==> src/rtl/trng_cipher_pkg.sv <==
// Shared cipher definitions for the TRNG whitening encryptor and its decryptor.
// Both directions use the same round key schedule and constants from here.
package trng_cipher_pkg;

    localparam int          ROUNDS = 12;
    localparam logic [31:0] DELTA  = 32'h9E3779B9;
    localparam int          ROT    = 5;

    // Key byte XOR round index, replicated across the word.
    function automatic logic [31:0] round_key(input logic [7:0] k, input int r);
        logic [7:0] b;
        b = k ^ r[7:0];
        return {4{b}};
    endfunction

    // Forward round: rotate-left after key mix, then add DELTA.
    function automatic logic [31:0] fwd_round(input logic [31:0] x, input logic [7:0] k, input int r);
        logic [31:0] t;
        t = x ^ round_key(k, r);
        return ((t << ROT) | (t >> (32 - ROT))) + DELTA;
    endfunction

    // Inverse round: undo the add (mod 2^32), rotate right, then unmix the key.
    function automatic logic [31:0] inv_round(input logic [31:0] y, input logic [7:0] k, input int r);
        logic [31:0] t;
        t = y - DELTA;
        return ((t >> ROT) | (t << (32 - ROT))) ^ round_key(k, r);
    endfunction

endpackage

==> src/rtl/inv_round_stage.sv <==
// One registered inverse round. The key and valid flag travel with the word so
// every word is decrypted with its own key regardless of what follows it.
module inv_round_stage #(
    parameter int RND = 0
) (
    input  logic        CLK,
    input  logic        RST_N,
    input  logic        adv,
    input  logic [31:0] prev_data,
    input  logic [7:0]  prev_key,
    input  logic        prev_valid,
    output logic [31:0] data,
    output logic [7:0]  key,
    output logic        valid
);
    import trng_cipher_pkg::*;

    // Shift the previous stage in, decrypted by one round, whenever the pipe advances.
    always_ff @(posedge CLK) begin
        if (!RST_N) begin
            data  <= '0;
            key   <= '0;
            valid <= 1'b0;
        end else if (adv) begin
            data  <= inv_round(prev_data, prev_key, RND);
            key   <= prev_key;
            valid <= prev_valid;
        end
    end

endmodule

==> src/rtl/dec_pipe.sv <==
// 12-round pipelined decryptor with valid/ready handshake. The whole pipe
// advances or stalls as one unit; bubbles are held, never squeezed out, so a
// stall adds exactly one cycle to every in-flight word.
module dec_pipe (
    input  logic        CLK,
    input  logic        RST_N,
    input  logic [31:0] D_IN,
    input  logic [7:0]  K_IN,
    input  logic        IN_VALID,
    output logic        IN_READY,
    output logic [31:0] D_OUT,
    output logic        OUT_VALID,
    input  logic        OUT_READY,
    output logic        BUSY
);
    import trng_cipher_pkg::*;

    // Index 0 is the input stage; index j+1 is round stage j.
    logic [31:0] chain_data  [0:ROUNDS];
    logic [7:0]  chain_key   [0:ROUNDS];
    logic        chain_valid [0:ROUNDS];

    logic        adv;
    logic [7:0]  unused_last_key;

    // Advance whenever the output slot is empty or being drained this cycle.
    always_comb begin
        adv      = !chain_valid[ROUNDS] || OUT_READY;
        IN_READY = adv;
    end

    // Input stage: capture the offered word, or a bubble if nothing is accepted.
    // Data/key are only loaded for real words to avoid needless toggling.
    always_ff @(posedge CLK) begin
        if (!RST_N) begin
            chain_data[0]  <= '0;
            chain_key[0]   <= '0;
            chain_valid[0] <= 1'b0;
        end else if (adv) begin
            chain_valid[0] <= IN_VALID;
            if (IN_VALID) begin
                chain_data[0] <= D_IN;
                chain_key[0]  <= K_IN;
            end
        end
    end

    // Round stage j undoes encryption round ROUNDS-1-j, last round first.
    for (genvar j = 0; j < ROUNDS; j++) begin : g_round
        inv_round_stage #(
            .RND(ROUNDS - 1 - j)
        ) u_stage (
            .CLK        (CLK),
            .RST_N      (RST_N),
            .adv        (adv),
            .prev_data  (chain_data[j]),
            .prev_key   (chain_key[j]),
            .prev_valid (chain_valid[j]),
            .data       (chain_data[j+1]),
            .key        (chain_key[j+1]),
            .valid      (chain_valid[j+1])
        );
    end

    // The final stage's key has no consumer.
    assign unused_last_key = chain_key[ROUNDS];

    // Output from the last round stage; BUSY is any stage holding a real word.
    always_comb begin
        D_OUT     = chain_data[ROUNDS];
        OUT_VALID = chain_valid[ROUNDS];
        BUSY      = 1'b0;
        for (int i = 0; i <= ROUNDS; i++) begin
            BUSY = BUSY | chain_valid[i];
        end
    end

endmodule
==> config.mk <==
export PLATFORM = sky130hd
export DESIGN_NAME = dec_pipe
export DESIGN_NICKNAME = d
export VERILOG_FILES = /design/src/rtl/trng_cipher_pkg.sv /design/src/rtl/inv_round_stage.sv /design/src/rtl/dec_pipe.sv
export SDC_FILE = /design/constraint.sdc
export NUM_CORES = 2
export LEC_CHECK = 0
export CORE_MARGIN = 2
export CORE_UTILIZATION = 40
export CTS_CLUSTER_SIZE = 8
export DETAILED_ROUTE_END_ITERATION = 7
export PLACE_DENSITY = 0.6
export SYNTH_ARGS = -nofsm -noshare
export SYNTH_HDL_FRONTEND = slang
export SYNTH_HIERARCHICAL = 1
export SYNTH_SLANG_ARGS = --single-unit
==> constraint.sdc <==
create_clock -name CLK -period 3.73 [get_ports CLK]
set_input_delay 0.746 -clock CLK [delete_from_list [all_inputs] [get_ports CLK]]
set_output_delay 0.746 -clock CLK [all_outputs]
set_load 0.02 [all_outputs]
==> impl_metrics.ini <==
[worst_hold_path]
hold_path.class = reg -> reg
hold_depth = 2

[setup_path]
criticalPathCategory = reg -> out
critical_path_required_ns = 2.98
max_stage_delay_ns = 0.61
slowest_stage = clkdlybuf4s50_1
crit_chain = nor4_1 -> nand4_1 -> clkdlybuf4s50_1
cp_top_family = simple AND/OR/NAND/NOR gates
r2r_end = g_round[1].u_stage/data[19]
crit_path_start = g_round[11].u_stage/valid
critical_path_cell_count = 3
worstRegToRegCells = 8
cp-start-kind = flip-flop
end_kind = output port
path_buf_inv = 1
path_max_fanout = 4
worstReg2RegStart = g_round[0].u_stage/data[0]
critical_path_arrival_ns = 2.32
cp-endpoint = BUSY
rrSetupSlack_ns = 1.33

[clock_network]
ctsHtreeMaxLevel = 3
numCtsBuffers = 75
cts_sinks = 525
cts_root_buffer = clkbuf_16
ctsHoldBuffers = 0
cts_resized = 0
cts_buffer_depth = 3
cts_tree = built
clk_pin_slew_ns = 0.05
cts_setup_buffers = 0
clock_latency_ns = 0.62

[floorplan]
num_rows = 102
fp.dieW_um = 284
io_pins = 79
coreArea_sq_um = 77700
start_util_pct = 40.5
fp.dieH_um = 284
dieArea_sq_um = 80900

[run_status]
status = complete, no violations

[drt]
wirelength_um = 93600
wire_per_inst_um = 19.8
ant_nets = 0
vias = 26700
drt_iter0_drc = 2446
dr.pass1.iters = 6
drc_errors = 0
via_per_inst = 5.64

[timing]
worst_slew_pin_slew_ns = 1.04
fin_skew_ns = 0.0269
setup_ws_ns = 0.662
hold_slack_ns = 0.468
finalSetupViolations = 0
finalSetupTns_ns = 0
drv_slew = 0
fmax_ghz = 0.326
max-slew-margin-rel_pct = 30.8
rsz0062_at_grt = false
min_period_ns = 3.07
period_share_pct = 82.2
hold_viol = 0

[synth]
syn_avg_cell_area_sq_um = 8.39
yosysWarnings = 6
syn_area_sq_um = 31500
synth_nets = 3805
syn_inst = 3749

[placed_design]
dp_slack_ns = 0.782
io_buffers = 78
hpwlAfterDp_um = 68200
place_congestion = 0.886
dp.cells = 4648

[finish]
fillCellCount = 7651
layout.nets = 3741
drive_gt1_share_pct = 7.91
diodes = 0
area.growth.synth_to_final_pct = 10.6
stdcell_count = 4732

[global_routing]
grtUsageTotal_pct = 22.6
antenna_found_initial = 0
grt_pass1_wl_um = 147000
grt_max_degree = 72
overflow = 0
grt_pass1_vias = 24700

[power_and_ir_drop]
total_power_mw = 18.5
peakVddDrop_v = 0.000284
power.density_nw_per_um2 = 531
leakagePower_nw = 14.0

[flow_run]
cap_violations = 0
==> placed cells by master, fill, tap and decap left out, drive strengths merged, types with 13 or more instances in the layout <==
cell type,n
nand3b,21
nand4,49
and2,14
o311ai,19
a311oi,28
a31oi,60
nor3,74
dfxtp,525
o211ai,28
a211o,13
inv,79
nor2b,37
buf,54
nand2,257
clkdlybuf4s50,77
or4,17
xor2,182
o21bai,22
clkbuf,79
o21ai,194
nand3,222
a41oi,16
a21o,22
xnor2,410
a211oi,105
nor2,439
mux2i,206
and3,39
a21oi,137
or3,60
nor4,21
o31ai,25
==> worst reg2reg max path: stages, from the launching register on <==
cell      delay, ns
dfxtp_1        0.43
inv_1          0.07
ha_1           0.22
nor2b_1        0.17
nor3_1         0.51
o211ai_1       0.28
nor3b_1        0.21
xnor2_1        0.28
a21oi_1        0.11
==> sequential cells by signal (all words and copies together), names as in the netlist <==
register / count
g_round.u_stage/data: 384
g_round.u_stage/key: 88
chain_data: 32
g_round.u_stage/valid: 12
chain_key: 8
chain_valid: 1
==> worst min path at each step <==
stage,startpoint,endpoint
floorplan,g_round[2].u_stage/data[25],g_round[2].u_stage/data[25]
global placement,chain_data[415],chain_data[415]
detailed placement,g_round[11].u_stage/data[13],g_round[11].u_stage/data[13]
CTS,g_round[11].u_stage/data[13],g_round[11].u_stage/data[13]
global route,g_round[11].u_stage/data[13],g_round[11].u_stage/data[13]
finish,g_round[11].u_stage/data[13],g_round[11].u_stage/data[13]
==> report_power, final <==
group	leakage (nW)	total [mW]	internal [mW]	switching [mW]
combinational	8.72	4.49	2.09	2.40
sequential	4.34	7.83	6.39	1.43
clock	0.994	6.17	3.63	2.53
total	14.0	18.5	12.1	6.37
==> metrics by stage <==
step           cell area [sq um]  utilization (%)
6_report                   34800             44.8
4_1_cts                    34800             44.8
5_1_grt                    34800             44.8
2_1_floorplan              31500                -
3_5_place_dp               32800             42.2
3_3_place_gp               32800             42.2
==> final cells by class <==
type | instances | area [sq um] | area share (%)
Tap cell | 1040 | 1300 | 3.74
Multi-Input combinational cell | 2868 | 19400 | 55.7
Clock inverter | 6 | 115 | 0.331
Timing Repair Buffer | 132 | 1260 | 3.63
Sequential cell | 525 | 10500 | 30.2
Clock buffer | 78 | 1920 | 5.52
Inverter | 83 | 312 | 0.895
==> per-layer routing <==
layer  GRT usage [%]  vias up  routed length (um)
met5               0        -                   0
met4            6.13        0                1920
met3            3.15      120                5220
met2            33.8      754               39800
met1            33.6    12700               46600
li1                -    13100                   -
Note: power is estimated with default switching activity, not from simulation.
